`src/rtl/multi_dly_timer.sv`:
```
// multi_dly_timer: NUM_CH independent delay channels, each with a prescaled
// tick, a CNT_W-bit delay counter and one-shot / periodic expiry modes.
// Expiry happens (N+1)*PRESCALE edges after the start or retrigger edge.
module multi_dly_timer #(
    parameter int NUM_CH   = 4,
    parameter int CNT_W    = 16,
    parameter int PRESCALE = 1
) (
    input  logic                    clk_in,
    input  logic                    iRst,
    input  logic [NUM_CH-1:0]       dly_timer_en,
    input  logic [NUM_CH*CNT_W-1:0] dly_time,
    input  logic [NUM_CH-1:0]       dly_mode,
    input  logic [NUM_CH-1:0]       dly_retrig,
    output logic [NUM_CH-1:0]       dly_timeout,
    output logic [NUM_CH-1:0]       dly_pulse,
    output logic                    dly_busy
);

    localparam int unsigned       PW      = (PRESCALE > 1) ? $clog2(PRESCALE) : 1;
    localparam logic [PW-1:0]     PRE_MAX = PW'(PRESCALE - 1);

    localparam logic [1:0] ST_IDLE  = 2'd0;
    localparam logic [1:0] ST_COUNT = 2'd1;
    localparam logic [1:0] ST_DONE  = 2'd2;

    logic              hist_vld;
    logic [NUM_CH-1:0] en_q;
    logic [NUM_CH-1:0] count_nxt;

    // Enable history only becomes valid one edge after reset, so an enable
    // already high at reset release is not mistaken for a rising edge.
    always_ff @(posedge clk_in or posedge iRst) begin
        if (iRst) hist_vld <= 1'b0;
        else      hist_vld <= 1'b1;
    end

    // Registered copy of the enables for rising-edge detection.
    always_ff @(posedge clk_in or posedge iRst) begin
        if (iRst) en_q <= '0;
        else      en_q <= dly_timer_en;
    end

    // Busy follows the next-state of every channel so it changes on the
    // same edge that enters or leaves COUNT.
    always_ff @(posedge clk_in or posedge iRst) begin
        if (iRst) dly_busy <= 1'b0;
        else      dly_busy <= |count_nxt;
    end

    for (genvar c = 0; c < NUM_CH; c++) begin : g_ch
        logic [1:0]       state, state_nxt;
        logic [CNT_W-1:0] cnt, cnt_nxt;
        logic [CNT_W-1:0] n_lat, n_lat_nxt;
        logic             mode_lat, mode_nxt;
        logic [PW-1:0]    pre, pre_nxt;
        logic             tmo_q, tmo_nxt;
        logic             pls_q, pls_nxt;
        logic             rise, tick;

        assign rise = dly_timer_en[c] & ~en_q[c] & hist_vld;
        assign tick = (pre == PRE_MAX);

        // Channel next-state: enable low wins over everything, then
        // retrigger wins over an expiry tick.
        always_comb begin
            state_nxt = state;
            cnt_nxt   = cnt;
            n_lat_nxt = n_lat;
            mode_nxt  = mode_lat;
            pre_nxt   = pre;
            tmo_nxt   = tmo_q;
            pls_nxt   = 1'b0;
            if (!dly_timer_en[c]) begin
                state_nxt = ST_IDLE;
                cnt_nxt   = '0;
                pre_nxt   = '0;
                tmo_nxt   = 1'b0;
            end else begin
                case (state)
                    ST_IDLE: begin
                        if (rise) begin
                            n_lat_nxt = dly_time[c*CNT_W +: CNT_W];
                            mode_nxt  = dly_mode[c];
                            cnt_nxt   = '0;
                            pre_nxt   = '0;
                            state_nxt = ST_COUNT;
                        end
                    end
                    ST_COUNT: begin
                        if (dly_retrig[c]) begin
                            cnt_nxt = '0;
                            pre_nxt = '0;
                            tmo_nxt = 1'b0;
                        end else if (tick) begin
                            pre_nxt = '0;
                            if (cnt < n_lat) begin
                                cnt_nxt = cnt + 1'b1;
                            end else begin
                                pls_nxt = 1'b1;
                                cnt_nxt = '0;
                                if (!mode_lat) begin
                                    state_nxt = ST_DONE;
                                    tmo_nxt   = 1'b1;
                                end
                            end
                        end else begin
                            pre_nxt = pre + 1'b1;
                        end
                    end
                    ST_DONE: begin
                        if (dly_retrig[c]) begin
                            cnt_nxt   = '0;
                            pre_nxt   = '0;
                            tmo_nxt   = 1'b0;
                            state_nxt = ST_COUNT;
                        end
                    end
                    default: begin
                        state_nxt = ST_IDLE;
                        cnt_nxt   = '0;
                        pre_nxt   = '0;
                        tmo_nxt   = 1'b0;
                    end
                endcase
            end
        end

        // Channel state registers.
        always_ff @(posedge clk_in or posedge iRst) begin
            if (iRst) begin
                state    <= ST_IDLE;
                cnt      <= '0;
                n_lat    <= '0;
                mode_lat <= 1'b0;
                pre      <= '0;
                tmo_q    <= 1'b0;
                pls_q    <= 1'b0;
            end else begin
                state    <= state_nxt;
                cnt      <= cnt_nxt;
                n_lat    <= n_lat_nxt;
                mode_lat <= mode_nxt;
                pre      <= pre_nxt;
                tmo_q    <= tmo_nxt;
                pls_q    <= pls_nxt;
            end
        end

        assign count_nxt[c]   = (state_nxt == ST_COUNT);
        assign dly_timeout[c] = tmo_q;
        assign dly_pulse[c]   = pls_q;
    end

endmodule

```
`config.mk`:
```
export PLATFORM = sky130hd
export DESIGN_NAME = multi_dly_timer
export DESIGN_NICKNAME = d
export VERILOG_FILES = /design/src/rtl/multi_dly_timer.sv
export SDC_FILE = /design/constraint.sdc
export NUM_CORES = 1
export LEC_CHECK = 0
export CAP_MARGIN = 10
export CORE_MARGIN = 8
export CORE_UTILIZATION = 55
export DETAILED_ROUTE_END_ITERATION = 16
export PLACE_DENSITY = 0.84
export RECOVER_POWER = 25
export SLEW_MARGIN = 0
export SYNTH_ARGS = -nofsm -noshare
export SYNTH_HDL_FRONTEND = slang
export SYNTH_SLANG_ARGS = --single-unit
```
`constraint.sdc`:
```
create_clock -name clk_in -period 6.1 [get_ports clk_in]
set_input_delay 1.22 -clock clk_in [delete_from_list [all_inputs] [get_ports clk_in]]
set_output_delay 1.22 -clock clk_in [all_outputs]
set_load 0.05 [all_outputs]
```
==> results.ini <==
[floorplan]
fp.dieH_um = 138.6
core_sq_um = 14920
io_pins = 87
start_util = 0.5538
rows = 45
die_w_um = 138.6
die_area_sq_um = 19200

[drt]
firstDrtPassIters = 4
drtIter0Drc = 333
vias = 5985
route.detailed.drc = 0
avgViaCountPerCell = 5.537
ant_nets = 0
drt-total-wl_um = 16700
wl_per_cell_um = 15.45

[sta]
fin_worst_skew_ns = 0.006607
period_needed_ns = 3.485
holdWs_ns = 0.5027
fin_setup_tns_ns = 0
clock.fmax_mhz = 286.9
rsz0062_at_grt = false
relSlewSlack = -0.5893
finalSetupViolations = 0
slew_violations = 114
fin_crit_sh = 0.5713
worst_pin_slew_ns = 2.379
finalHoldViolations = 0

[status]
status = finished with violations
violations = max-capacitance violations, max-slew violations

[cells_and_area]
layout.nets = 1024
final_cell_mix = dfrtp_1, nor2_1, clkdlybuf4s50_1
final_common_cell = dfrtp_1
fill_cells = 1151
final_area_sq_um = 9841
area_delta_synth_final_pct = 19.09
multi_input_area_sq_um = 3994
drive_gt1_frac = 0.1176
num_antenna_cells = 0
regArea_sq_um = 3854
instances_no_fill = 1081

[clock_tree]
post_cts_buffers = 0
cts_hold_buffers = 0
clockRootBuffer = clkbuf_16
clkSinkCount = 154
clockBufferDepth = 2
path_clk_slew_ns = 0.06
insertion_delay_ns = 0.43
htreeDepth = 4
cts_resized = 0
numCtsBuffers = 17
cts_tree = built

[place]
dp.cells = 1051
gp_congestion = 0.8082
io_buffers = 86
post_dp_cell_area_sq_um = 9266
post-dp-hpwl_um = 12020

[yosys]
syn_avg_cell_area_sq_um = 10.38
async_flop_share = 1.000
synth_ff_type = dfrtp_1
synth_area_sq_um = 8263
yosys_warnings = 0
netlist_instances = 796
synth_edf_count = 0
synthDistinctLibCells = 60
ys_seq_area_frac = 0.4664
syn_nets = 938
ys_ff_latch = 154

[global_route]
use_met2 = 0.3005
grt_use_total = 0.1807
grt_overflow_total = 0
grt_pass1_wl_um = 28680
antenna_found_initial = 1
grt_max_degree = 114
met3_usage = 0.04966
use_met1 = 0.2183
busiest_layer = met2
grt_pass1_vias = 6175

[power_and_ir_drop]
ir_drop_mv = 0.2072
p_comb_frac = 0.146
switchingPower_mw = 0.6456
leakagePower_nw = 4.499
p_clk_frac = 0.408
report.power.total_mw = 2.662
intPower_mw = 2.017
seq_power_share = 0.446
swShare = 0.2425
power_density_nw_per_um2 = 270.5

[setup_path]
critPathLaunchType = primary input
worstSetupPathType = in2async
path_cells = dlygate4sd3_1, clkinvlp_4, buf_4
critPathSlowestCell = clkinvlp_4
cp_data_required_time_ns = 6.63
cp_data_arrival_time_ns = 4.01
critical_path_peak_fanout = 113
end_kind = asynchronous set/reset pin
cpPeakStageDelay_ns = 1.51

[job]
cap_violations = 1

[min_path]
hold_path_class = reg2reg

[cell families after synthesis]
logic type	after synthesis	synth area share
flops	154	0.4664
other cells	1	0.0004538
xor+xnor	53	0.05618
compound gates	95	0.07753
buf+inv	96	0.04770
fa+ha+maj	64	0.09691
mux	72	0.09782
simple gates	261	0.1570
[cell type report]
type | count | area share
tap | 188 | 0.02390
inverter | 75 | 0.02899
clock buffer | 20 | 0.04539
timing repair buffer | 88 | 0.08900
multi-input combinational | 546 | 0.4058
sequential | 154 | 0.3916
clock inverter | 10 | 0.01526
[stage by stage]
step	setup slack, ns	util
detailed placement	2.564	0.6210
global route	2.099	0.6595
floorplan	0.7302	-
CTS	3.008	0.6610
global placement	2.594	0.6210
finish	2.615	0.6595
[routing by layer]
layer,vias to the layer above,part of all wire
met5,-,0.00078
met4,2,0.020
met3,32,0.041
met2,113,0.49
met1,2911,0.44
li1,2927,-
[synthesized netlist by cell type, types with 5 or more instances]
cell / count / area [sq um]
buf_4: 8 / 60.06
nor3_1: 13 / 65.06
nand2b_1: 13 / 81.33
xor2_1: 24 / 210.2
mux2_2: 70 / 788.3
nand2_1: 45 / 168.9
nand4_1: 19 / 118.9
inv_1: 75 / 281.5
nor2b_1: 10 / 62.56
dfrtp_1: 154 / 3854
o21ai_0: 20 / 100.1
clkbuf_1: 10 / 37.54
ha_1: 64 / 800.8
nand3_1: 30 / 150.1
and3_1: 7 / 43.79
nor2_1: 92 / 345.3
xnor2_1: 29 / 254.0
nor4_1: 5 / 31.28
a21oi_1: 29 / 145.1
[critical path, delay by kind of cell]
| family | cells | cell delay (ns) |
|---|---|---|
| buffers and inverters | 3 | 2.76 |
[worst paths after layout]
| check | to | slack (ns) | cells after the start | from |
|---|---|---|---|---|
| worst max-delay path | en_q[1]$_DFF_PP0_ | 2.61 | 3 | iRst |
| worst min-delay path | g_ch[2].n_lat[5]$_DFFE_PP0P_ | 0.50 | 1 | g_ch[2].n_lat[5]$_DFFE_PP0P_ |
| worst max register to register | g_ch[0].cnt[5]$_DFFE_PP0P_ | 2.94 | 6 | g_ch[0].cnt[1]$_DFFE_PP0P_ |
| worst min register to register | g_ch[2].n_lat[5]$_DFFE_PP0P_ | 0.50 | 1 | g_ch[2].n_lat[5]$_DFFE_PP0P_ |
| max in group clk_in | dly_busy$_DFF_PP0_ | 2.91 | 6 | dly_timer_en[0] |
| min in group asynchronous | g_ch[0].n_lat[15]$_DFFE_PP0P_ | 2.02 | 2 | iRst |
[sequential cells by signal, indices dropped and copies added, names as in the netlist]
name / cells
hist_vld: 1
g_ch.pls_q: 4
g_ch.state: 8
g_ch.mode_lat: 4
dly_busy: 1
g_ch.tmo_q: 4
g_ch.n_lat: 64
en_q: 4
g_ch.cnt: 64
[power groups by stage]
stage                     clock [mW]  combinational (mW)  sequential (mW)
final                           1.09               0.387             1.19
after global routing            1.14               0.441             1.20
after CTS                       1.11               0.396             1.19
after detailed placement           0               0.392             1.21
after global placement             0               0.370             1.20
after floorplan                    0               0.269             1.19
(Power assumes the default switching activity.)
